==> config.mk <==
export PLATFORM = sky130hd
export DESIGN_NAME = conv_sequencer
export DESIGN_NICKNAME = d
export VERILOG_FILES = /design/src/rtl/conv_sequencer.sv
export SDC_FILE = /design/constraint.sdc
export NUM_CORES = 1
export LEC_CHECK = 0
export ABC_CLOCK_PERIOD_IN_PS = 4600
export CORE_MARGIN = 8
export CORE_UTILIZATION = 30
export DETAILED_ROUTE_END_ITERATION = 8
export HOLD_SLACK_MARGIN = 0.06
export PLACE_DENSITY = 0.52
export SYNTH_ARGS = -nofsm -noshare
export SYNTH_HDL_FRONTEND = slang
export SYNTH_SLANG_ARGS = --single-unit
==> constraint.sdc <==
create_clock -name clk -period 4.6 [get_ports clk]
set_input_delay 0.46 -clock clk [delete_from_list [all_inputs] [get_ports clk]]
set_output_delay 0.46 -clock clk [all_outputs]
set_load 0.1 [all_outputs]
==> src/rtl/conv_sequencer.sv <==
// Address/control sequencer for 1-D linear convolution Z[i] = sum_j X[i-j]*Y[j].
// Walks (i, j), skips out-of-range terms, accumulates products and writes each Z word.
module conv_sequencer #(
   parameter int DATA_WIDTH   = 8,
   parameter int ADDR_WIDTH_Y = 5,
   parameter int ADDR_WIDTH_X = 5,
   parameter int ADDR_WIDTH_Z = 6,
   parameter int ACC_WIDTH    = 16
) (
   input  logic                    clk,
   input  logic                    rstn,
   input  logic                    start,
   input  logic [ADDR_WIDTH_X-1:0] size_X,
   input  logic [ADDR_WIDTH_Y-1:0] size_Y,
   output logic [ADDR_WIDTH_X-1:0] rom_addr_X,
   input  logic [DATA_WIDTH-1:0]   rom_data_X,
   output logic [ADDR_WIDTH_Y-1:0] mem_addr_Y,
   input  logic [DATA_WIDTH-1:0]   mem_data_Y,
   output logic [ADDR_WIDTH_Z-1:0] mem_addr_Z,
   output logic [ACC_WIDTH-1:0]    mem_data_Z,
   output logic                    write_Z,
   output logic                    busy,
   output logic                    done
);

   localparam int JW  = ADDR_WIDTH_Y + 1;
   localparam int LZW = ADDR_WIDTH_Z + 1;
   localparam int PW  = 2 * DATA_WIDTH;
   localparam int CW0 = (ADDR_WIDTH_Z > JW) ? ADDR_WIDTH_Z : JW;
   localparam int CW  = (CW0 > ADDR_WIDTH_X) ? CW0 : ADDR_WIDTH_X;

   localparam logic [2:0] S_IDLE  = 3'd0;
   localparam logic [2:0] S_CHECK = 3'd1;
   localparam logic [2:0] S_READ  = 3'd2;
   localparam logic [2:0] S_MAC   = 3'd3;
   localparam logic [2:0] S_WRITE = 3'd4;
   localparam logic [2:0] S_DONE  = 3'd5;

   logic [2:0]              state;
   logic [ADDR_WIDTH_Z-1:0] i;
   logic [JW-1:0]           j;
   logic [ACC_WIDTH-1:0]    acc;
   logic [ADDR_WIDTH_X-1:0] sz_x;
   logic [ADDR_WIDTH_Y-1:0] sz_y;

   logic [LZW-1:0]       len_z;
   logic [CW-1:0]        i_ext, j_ext, diff;
   logic                 term_valid, last_y, last_i;
   logic [PW-1:0]        prod;
   logic [ACC_WIDTH-1:0] acc_sum;

   // All index arithmetic is done at a common width so i-j and the range checks never truncate.
   always_comb begin
      len_z      = LZW'(sz_x) + LZW'(sz_y) - LZW'(1);
      i_ext      = CW'(i);
      j_ext      = CW'(j);
      diff       = i_ext - j_ext;
      term_valid = (j_ext <= i_ext) && (diff < CW'(sz_x));
      last_y     = (j == JW'(sz_y));
      last_i     = ((LZW'(i) + LZW'(1)) == len_z);
      prod       = PW'(rom_data_X) * PW'(mem_data_Y);
      acc_sum    = acc + ACC_WIDTH'(prod);
   end

   always_ff @(posedge clk or posedge rstn) begin
      if (rstn) begin
         state      <= S_IDLE;
         i          <= '0;
         j          <= '0;
         acc        <= '0;
         sz_x       <= '0;
         sz_y       <= '0;
         rom_addr_X <= '0;
         mem_addr_Y <= '0;
         mem_addr_Z <= '0;
         mem_data_Z <= '0;
         write_Z    <= 1'b0;
      end else begin
         write_Z <= 1'b0;
         case (state)
            S_IDLE: begin
               if (start) begin
                  sz_x <= size_X;
                  sz_y <= size_Y;
                  if (size_X == '0 || size_Y == '0) begin
                     state <= S_DONE;
                  end else begin
                     i     <= '0;
                     j     <= '0;
                     acc   <= '0;
                     state <= S_CHECK;
                  end
               end
            end
            S_CHECK: begin
               // Z outputs are registered here so they are valid together during WRITE.
               if (last_y) begin
                  write_Z    <= 1'b1;
                  mem_addr_Z <= i;
                  mem_data_Z <= acc;
                  state      <= S_WRITE;
               end else if (term_valid) begin
                  mem_addr_Y <= ADDR_WIDTH_Y'(j);
                  rom_addr_X <= ADDR_WIDTH_X'(diff);
                  state      <= S_READ;
               end else begin
                  j <= j + JW'(1);
               end
            end
            S_READ: state <= S_MAC;
            S_MAC: begin
               acc   <= acc_sum;
               j     <= j + JW'(1);
               state <= S_CHECK;
            end
            S_WRITE: begin
               acc <= '0;
               j   <= '0;
               if (last_i) begin
                  state <= S_DONE;
               end else begin
                  i     <= i + ADDR_WIDTH_Z'(1);
                  state <= S_CHECK;
               end
            end
            S_DONE:  state <= S_IDLE;
            default: state <= S_IDLE;
         endcase
      end
   end

   always_comb begin
      busy = (state == S_CHECK) || (state == S_READ) || (state == S_MAC) || (state == S_WRITE);
      done = (state == S_DONE);
   end

endmodule

# Word level (Yosys, flattened, before mapping)
# Cells that the tools add are included.
# op_classes
n_div	0
n_bitwise	1
shifts	0
n_eq_ne	13
mux	18
magnitude_cmp	2
n_addsub	7
mul	1
n_reduce_logical	18
# op_table
op	n
16-bit case mux with 3 select lines	1
16-bit two-way mux	2
6-bit two-way mux	5
6-bit case mux with 4 select lines	1
16-bit adder	1
8-bit by 8-bit multiplier with 16-bit output	1
3-bit two-way mux	5
3-bit case mux with 5 select lines	1
6-bit by 1-bit adder with 6-bit output, second input constant	2
6-bit case mux with 2 select lines	1
5-bit zero test	2
2-bit != test, second input constant	5
6-bit by 1-bit adder with 7-bit output, second input constant	1
7-bit == test	1
6-bit by 1-bit subtractor with 7-bit output, second input constant	1
5-bit by 5-bit adder with 6-bit output	1
3-bit by 2-bit == test with 1-bit output, second input constant	2
3-bit == test, second input constant	2
6-bit by 5-bit == test with 1-bit output	1
6-bit <= comparator	1
6-bit by 5-bit less-than comparator with 1-bit output	1
2-bit AND reduction	3
3-bit AND reduction	2
6-bit subtractor	1
other kinds (12)	16
# word_totals
latchBits	0
in_bits	29
reg_bits	74
out_inout_bits	35
wordCells	71
ramBits	0
mem_bits_ro	0
memories	0

# Logic depth before layout (Yosys ltp)
# Gate-level depths: netlist of run 1.
# depth
depth_word	6
depth_mapped	18
mapped_depth_nobuf	17

# Worst setup path before layout of run 1
# No wires, ideal clock.
# synth_timing
path_kind	in2reg
start	in mem_data_Y[1]
end	reg acc[12]
arrival_ns	4.398
t_required_ns	4.467
path_slack_ns	0.069
path_stages	17
path_buffers	1
setup_ns	0.133
path_cell_list	clkbuf_1 nand2_1 fa_1 inv_1 fa_1 ha_1 inv_1 fa_1 inv_1 ha_1 a21o_1 a21o_1 a2111oi_2 nor2_1 a2111oi_1 xor2_1 o21ai_0
# synth_between
elab_chain_len	3
# synth_lines
item	line_no	text
start, declared	18	input logic [DATA_WIDTH-1:0] mem_data_Y,
8-bit by 8-bit multiplier with 16-bit output	61	prod = PW'(rom_data_X) * PW'(mem_data_Y);
16-bit adder	62	acc_sum = acc + ACC_WIDTH'(prod);
16-bit case mux with 3 select lines	80	case (state)
end signal, assigned	112	acc <= acc_sum;
end, declared	42	logic [ACC_WIDTH-1:0] acc;
# No other way between the ends.
# A chain may end at the register's enable or synchronous reset.

# Worst setup path after layout of run 1
# layout_timing
start	in rom_data_X[5]
end	reg acc[14]
# layout_between
elab_chain_len	3
# layout_lines
item	line_no	text
start, declared	16	input logic [DATA_WIDTH-1:0] rom_data_X,
8-bit by 8-bit multiplier with 16-bit output	61	
16-bit adder	62	
16-bit case mux with 3 select lines	80	
# No other way between the ends.

==> impl_metrics.toml, run 1 <==
[run_status]
status = "finished, final reports clean"

[setup_path]
cp_slowest_stage_delay_ns = 0.55
cp-start-kind = "primary input"
crit_fanout = 5
rrSetupSlack_ns = 0.41
path_class = "primary input to flip-flop"
critical_path.top_delay_family = "adder cells"
critical_path_buf_inv_count = 5
critPathArrivalTime_ns = 4.68
r2r_cells = 17
required_ns = 4.80
slowest_stage = "fa_2"
reg2reg_to = "acc[15]$_DFFE_PP0P_"
crit_chain = "clkdlybuf4s50_1 -> buf_6 -> nand2_1 -> fa_1 -> inv_1 -> fa_2 -> inv_1 -> fa_1 -> fa_1 -> inv_1 -> ha_1 -> or3_4 -> or3_4 -> o32ai_1 -> nor3_2 -> xnor2_1 -> o21ai_1"
critPathCaptureType = "flip-flop"
r2r_start = "acc[4]$_DFFE_PP0P_"

[synthesis]
syn_nets = 856
synthAdderAreaFrac_pct = 27.2
ys_top_cells_by_area = "dfrtp_1, fa_1, ha_1, inv_1, nand2_1"
synth_xor_area_share_pct = 4.38
ys_seq_elements = 74
synth_mux_area_share_pct = 1.21
ys_seq_area_share_pct = 28.9
synth_top_flop_cell = "dfrtp_1"
synthSimpleGateAreaFrac_pct = 16.8
synthArstFlopShare_pct = 100
synth_cells = 719
synth_top_family_by_area = "adder cells"
yosysTopAreaCellShare_pct = 28.9
ys_types = 59
synth_area_sq_um = 6400
synth_area_leader_cell = "dfrtp_1"
synth-edff-count = 0
yosys_warnings = 0
syn_area_per_cell_sq_um = 8.91
synth_compound_area_share_pct = 12.8

[timing]
min_period_over_period_pct = 97.5
finalHoldViolCount = 0
setup_viol = 0
worst_pin_slew_ns = 0.993
final.setup.worst_slack_ns = 0.113
slew_violations = 0
max_freq_mhz = 223
finClkSkew_ns = 0.00688
whs_ns = 0.477
slew_headroom_pct = 33.6
rsz0062_at_grt = "yes"
period_minus_slack_ns = 4.49

[die]
start_util_pct = 30.5
fp.dieH_microns = 162
ios = 64
core.rowCount = 53
die_x_microns = 162
dieArea_sq_um = 26300
core-area_sq_um = 21000

[clock_tree]
cts_tree = "yes"
clkSinkCount = 74
path_clk_slew_ns = 0.06
htreeDepth = 3
cts-root-buf = "clkbuf_16"
ctsHoldBuffers = 0
cts_buffer_depth = 2
clock_latency_ns = 0.34
cts_made_buffers = 9

[cells_and_area]
final_common_cell = "inv_1"
layout-drive-gt1-share_pct = 12.3
postLayoutCoreUtil_pct = 38.8
final_nets = 964
mostFrequentLayoutCells = "inv_1, nand2_1, dfrtp_1, ha_1"
antenna_cells = 0
fillCellCount = 2164
syn2layout_area_growth_pct = 27.4
fin_area_sq_um = 8160

[power]
power_frac_seq_pct = 16.1
total_leakage_power_nw = 3.94
power_density_nw_per_um2 = 626
internal_power_mw = 3.06
p_sw_share_pct = 40.1
p_switching_mw = 2.05
vdd_drop_max_v = 0.000509
clockPowerShare_pct = 15.9
combPwrFrac_pct = 68.0

[detailed_routing]
drc = 0
dr.pass1.iters = 4
vias = 5061
ant_nets = 0
drt_first_iter_violations = 186
post_drt_wl_per_cell_microns = 13.8
viasPerCell = 4.57
routed_wl_microns = 15300

[worst_hold_path]
hold_end = "mem_addr_Y[1]$_DFFE_PP0P_"
hold_path.class = "flip-flop to flip-flop"
min_path_cells = 2
hold_start = "mem_addr_Y[1]$_DFFE_PP0P_"

[placement]
port_buffers = 63
placed_cell_area_sq_um = 7670
dp.final_hpwl_microns = 12600
gp_congestion = 0.826
dp_slack_ns = -0.629

[global_route]
grt_max_degree = 42
gr-total-overflow = 0
grt_pass1_wl_microns = 26100
antenna_found_initial = 0
track_usage_pct = 12.2
grt_pass1_vias = 5190

[run]
maxCapViolations = 0
## power by group through the flow
stage / registers [mW] / logic, mW / clock network [mW]
finish: 0.823 / 3.47 / 0.813
global route: 0.834 / 3.99 / 0.859
CTS: 0.826 / 3.36 / 0.838
detailed placement: 0.835 / 3.10 / 0
global placement: 0.836 / 3.05 / 0
floorplan: 0.812 / 2.07 / 0
## what timing repair did
item,in CTS,in global routing
resized for setup,26,13
setup endpoints to repair,3,7
pin swaps,12,20
setup buffers,3,1
gates cloned,0,0
## routing by layer
layer | vias to the layer above | wire length [microns] | global-route usage (%) | share of wire (%)
met5 | - | 0 | 0 | 0
met4 | 0 | 127 | 2.78 | 0.83
met3 | 9 | 672 | 2.53 | 4.4
met2 | 71 | 6890 | 18.8 | 45
met1 | 2425 | 7610 | 17.1 | 50
li1 | 2556 | - | - | -
## registers in the layout (all words and copies together) (netlist names)
signal and count:
sz_x 5, sz_y 5, mem_data_Z 16, state 3, mem_addr_Y 5, rom_addr_X 5, mem_addr_Z 6, j 6
acc 16, write_Z 1, i 6
## worst register-to-register path: stages, from the launching register on
cell and delay, ns:
dfrtp_1 0.32, inv_1 0.09, fa_1 0.54, inv_1 0.05
fa_1 0.45, ha_1 0.28, inv_1 0.05, fa_1 0.52
inv_1 0.05, buf_4 0.13, fa_1 0.44, a211o_1 0.27
o211ai_1 0.14, a211oi_2 0.15, o221ai_2 0.21, xnor2_2 0.09
o211ai_1 0.16, o31ai_1 0.10
## Yosys cell counts, types with 3 or more instances
cell type	n
and2_1	36
a21oi_1	18
ha_1	56
fa_1	52
a21boi_0	3
o21ai_0	53
nor3_1	8
o211ai_1	4
and3_1	3
o31ai_1	7
nand2b_1	7
mux2_2	6
o21ai_1	4
dfrtp_1	74
o21a_1	6
inv_1	129
xor2_1	10
nand3_1	18
or3_1	4
nor4_1	3
a21o_1	8
xnor2_1	22
clkbuf_1	15
a211oi_1	5
nand2_1	109
nor2_1	16
buf_2	3
## per-stage QoR
step           setup TNS [ns]  std cells  total power, mW
2_1_floorplan               0        719             2.88
3_5_place_dp            -3.14       1087             3.94
4_1_cts              -0.00337       1106             5.03
6_report                    0       1107             5.11
5_1_grt                -0.110       1107             5.68
3_3_place_gp            -2.79       1087             3.89
## logic make-up after synthesis
family | count (synthesis)
AND/OR/NAND/NOR | 221
buffers and inverters | 148
AO/OA/AOI/OAI | 129
adder cells (fa/ha/maj) | 108
flip-flops | 74
XOR/XNOR | 32
multiplexers | 7
## area by class of cell
cell class | instances | area [sq um] | area share (%)
Tap cell | 275 | 344 | 4.22
Inverter | 130 | 489 | 6.00
Clock inverter | 6 | 114 | 1.40
Sequential cell | 74 | 1850 | 22.7
Multi-Input combinational cell | 497 | 4110 | 50.4
Timing Repair Buffer | 115 | 1020 | 12.5
Clock buffer | 10 | 229 | 2.81
## worst max-delay path by stage
stage                     cells past startpoint                   to  slack (ns)           from
after floorplan                              17  acc[12]$_DFFE_PP0P_        0.07  mem_data_Y[1]
after global placement                       17  acc[15]$_DFFE_PP0P_       -0.54  rom_data_X[3]
after detailed placement                     17  acc[15]$_DFFE_PP0P_       -0.63  rom_data_X[3]
after CTS                                    18  acc[14]$_DFFE_PP0P_      -0.003  rom_data_X[5]
after global routing                         18  acc[15]$_DFFE_PP0P_       -0.11  rom_data_X[5]
final                                        17  acc[14]$_DFFE_PP0P_        0.11  rom_data_X[5]
(Power assumes the default switching activity.)
==> run 2: changes to the inputs <==
--- a/config.mk
+++ b/config.mk
@@ -5,12 +5,12 @@
 export SDC_FILE = /design/constraint.sdc
 export NUM_CORES = 1
 export LEC_CHECK = 0
-export ABC_CLOCK_PERIOD_IN_PS = 4600
+export ABC_CLOCK_PERIOD_IN_PS = 3900
 export CORE_MARGIN = 8
 export CORE_UTILIZATION = 30
 export DETAILED_ROUTE_END_ITERATION = 8
 export HOLD_SLACK_MARGIN = 0.06
-export PLACE_DENSITY = 0.52
+export PLACE_DENSITY = 0.54
 export SYNTH_ARGS = -nofsm -noshare
 export SYNTH_HDL_FRONTEND = slang
 export SYNTH_SLANG_ARGS = --single-unit
==> constraint.sdc (replaced) <==
create_clock -name clk -period 3.9 [get_ports clk]
set_input_delay 0.39 -clock clk [delete_from_list [all_inputs] [get_ports clk]]
set_output_delay 0.39 -clock clk [all_outputs]
set_load 0.1 [all_outputs]
==> impl_metrics.toml, run 2 (synthesis gave the netlist of run 1 again) <==
[run_status]
status = "finished with violations"
violations = "negative setup slack"

[setup_path]
crit_chain = "inv_2 -> fa_1 -> inv_2 -> fa_1 -> inv_1 -> fa_1 -> fa_1 -> inv_2 -> ha_4 -> buf_6 -> a2111oi_4 -> nor2_2 -> a2111oi_4 -> xor2_1 -> o21ai_1"
cp_slowest_stage_delay_ns = 0.53
required_ns = 4.09
critical_path_buf_inv_count = 5
path_class = "flip-flop to flip-flop"
slowest_stage = "fa_1"
rrSetupSlack_ns = -0.12
critPathArrivalTime_ns = 4.21
critical_path.top_delay_family = "adder cells"
crit_fanout = 2
cp-start-kind = "flip-flop"
critPathCaptureType = "flip-flop"
crit_top_cell = "fa_1"

[clock_tree]
cts_made_buffers = 9
path_clk_slew_ns = 0.06
cts-root-buf = "clkbuf_16"
clkSinkCount = 74
clock_latency_ns = 0.34
cts_buffer_depth = 2
htreeDepth = 3
ctsHoldBuffers = 0
cts_tree = "yes"

[timing]
final.setup.worst_slack_ns = -0.117
max_freq_mhz = 249
slew_violations = 0
setup_viol = 4
finalHoldViolCount = 0
worst_pin_slew_ns = 1.01
period_minus_slack_ns = 4.02
rsz0062_at_grt = "yes"
min_period_over_period_pct = 103
slew_headroom_pct = 32.2
finClkSkew_ns = 0.00715

[power]
power_density_nw_per_um2 = 771
p_sw_share_pct = 40.7
clockPowerShare_pct = 12.8
internal_power_mw = 3.82
power_frac_seq_pct = 15.1
vdd_drop_max_v = 0.000628
total_leakage_power_nw = 3.91
p_switching_mw = 2.62
combPwrFrac_pct = 72.1

[die]
ios = 64
fp.dieH_microns = 162
start_util_pct = 30.5
core.rowCount = 53
dieArea_sq_um = 26300
core-area_sq_um = 21000
die_x_microns = 162

[cells_and_area]
top_regs = "acc: 16 flops, mem_data_Z: 16 flops"
antenna_cells = 0
syn2layout_area_growth_pct = 30.5
final_common_cell = "inv_1"
fin_area_sq_um = 8360
mostFrequentLayoutCells = "inv_1, nand2_1, dfrtp_1, buf_4, o21ai_0"
final_nets = 969
layout-drive-gt1-share_pct = 20.0

[detailed_routing]
ant_nets = 0
vias = 5062
viasPerCell = 4.55
post_drt_wl_per_cell_microns = 13.8
dr.pass1.iters = 4
drt_first_iter_violations = 201
routed_wl_microns = 15300
drc = 0

[worst_hold_path]
hold_path.class = "flip-flop to flip-flop"

[placement]
dp.final_hpwl_microns = 12300
gp_congestion = 0.785
port_buffers = 63
dp_slack_ns = -1.18
placed_cell_area_sq_um = 7770

[global_route]
grt_pass1_wl_microns = 26200
grt_max_degree = 54
gr-total-overflow = 0
antenna_found_initial = 0
grt_pass1_vias = 5121
track_usage_pct = 12.1

[run]
maxCapViolations = 0
-- run 2: changes by cell type in the layout (fill, tap and decap cells not counted), sizes merged --
cell | previous run | this run
inv | 129 | 128
buf | 52 | 72
bufinv | 3 | 1
clkdlybuf4s50 | 48 | 47
dlygate4sd2 | 12 | 0
clkinv | 2 | 5
dlymetal6s2s | 3 | 0
clkdlybuf4s15 | 0 | 1
-- run 2: layout make-up --
type,instances,area [sq um]
Clock inverter,6,67.6
Tap cell,275,344
Clock buffer,10,229
Inverter,130,489
Sequential cell,74,1850
Multi-Input combinational cell,497,4290
Timing Repair Buffer,120,1080
Fill cell,2100,12700
-- run 2: per-stage QoR --
| step | cells | total power [mW] | setup TNS, ns | hold slack, ns | util, % |
|---|---|---|---|---|---|
| after floorplan | 719 | 3.71 | -0.555 | 0.455 | - |
| after global placement | 1087 | 4.90 | -7.96 | 0.465 | 37.0 |
| after detailed placement | 1087 | 4.93 | -8.34 | 0.468 | 37.0 |
| after CTS | 1110 | 6.24 | -0.319 | 0.488 | 39.3 |
| after global routing | 1112 | 7.18 | -1.36 | 0.511 | 39.8 |
| final | 1112 | 6.44 | -0.298 | 0.477 | 39.8 |
-- run 2: power groups by stage --
stage / sequential [mW] / combinational, mW / clock, mW
2_1_floorplan: 0.957 / 2.75 / 0
3_3_place_gp: 0.982 / 3.92 / 0
3_5_place_dp: 0.983 / 3.95 / 0
4_1_cts: 0.975 / 4.42 / 0.844
5_1_grt: 0.987 / 5.33 / 0.871
6_report: 0.972 / 4.65 / 0.824
-- run 2: worst paths after layout --
kind                                                 from                   endpoint  cells after the start
min in group asynchronous                            rstn  mem_data_Z[2]$_DFFE_PP0P_                      2
worst max-delay path                   acc[6]$_DFFE_PP0P_        acc[12]$_DFFE_PP0P_                     15
worst min-delay path            mem_data_Z[5]$_DFFE_PP0P_  mem_data_Z[5]$_DFFE_PP0P_                      2
worst max register to register         acc[6]$_DFFE_PP0P_        acc[12]$_DFFE_PP0P_                     15
worst min register to register  mem_data_Z[5]$_DFFE_PP0P_  mem_data_Z[5]$_DFFE_PP0P_                      2
max in group asynchronous                            rstn        sz_x[3]$_DFFE_PP0P_                      3
-- run 2: worst reg2reg max path, delay by kind of cell (launching register included) --
| family | cells | cell delay, ns |
|---|---|---|
| buf+inv | 5 | 0.32 |
| fa+ha+maj | 5 | 2.17 |
| flops | 1 | 0.36 |
| xor+xnor | 1 | 0.19 |
| simple gates | 1 | 0.09 |
| compound gates | 3 | 0.75 |
-- run 2: metal layers --
layer / part of all wire [%] / global-route usage (%)
met1: 48 / 16.9
met2: 47 / 19.1
met3: 4.5 / 2.30
met4: 0.98 / 2.65
met5: 0 / 0
-- run 2: timing repair --
| item | 4_1_cts | 5_1_grt |
|---|---|---|
| buffers inserted | 7 | 3 |
| cloned | 0 | 0 |
| gates resized for setup | 126 | 20 |
| pin swaps | 53 | 35 |
| endpoints found under the setup margin | 9 | 8 |
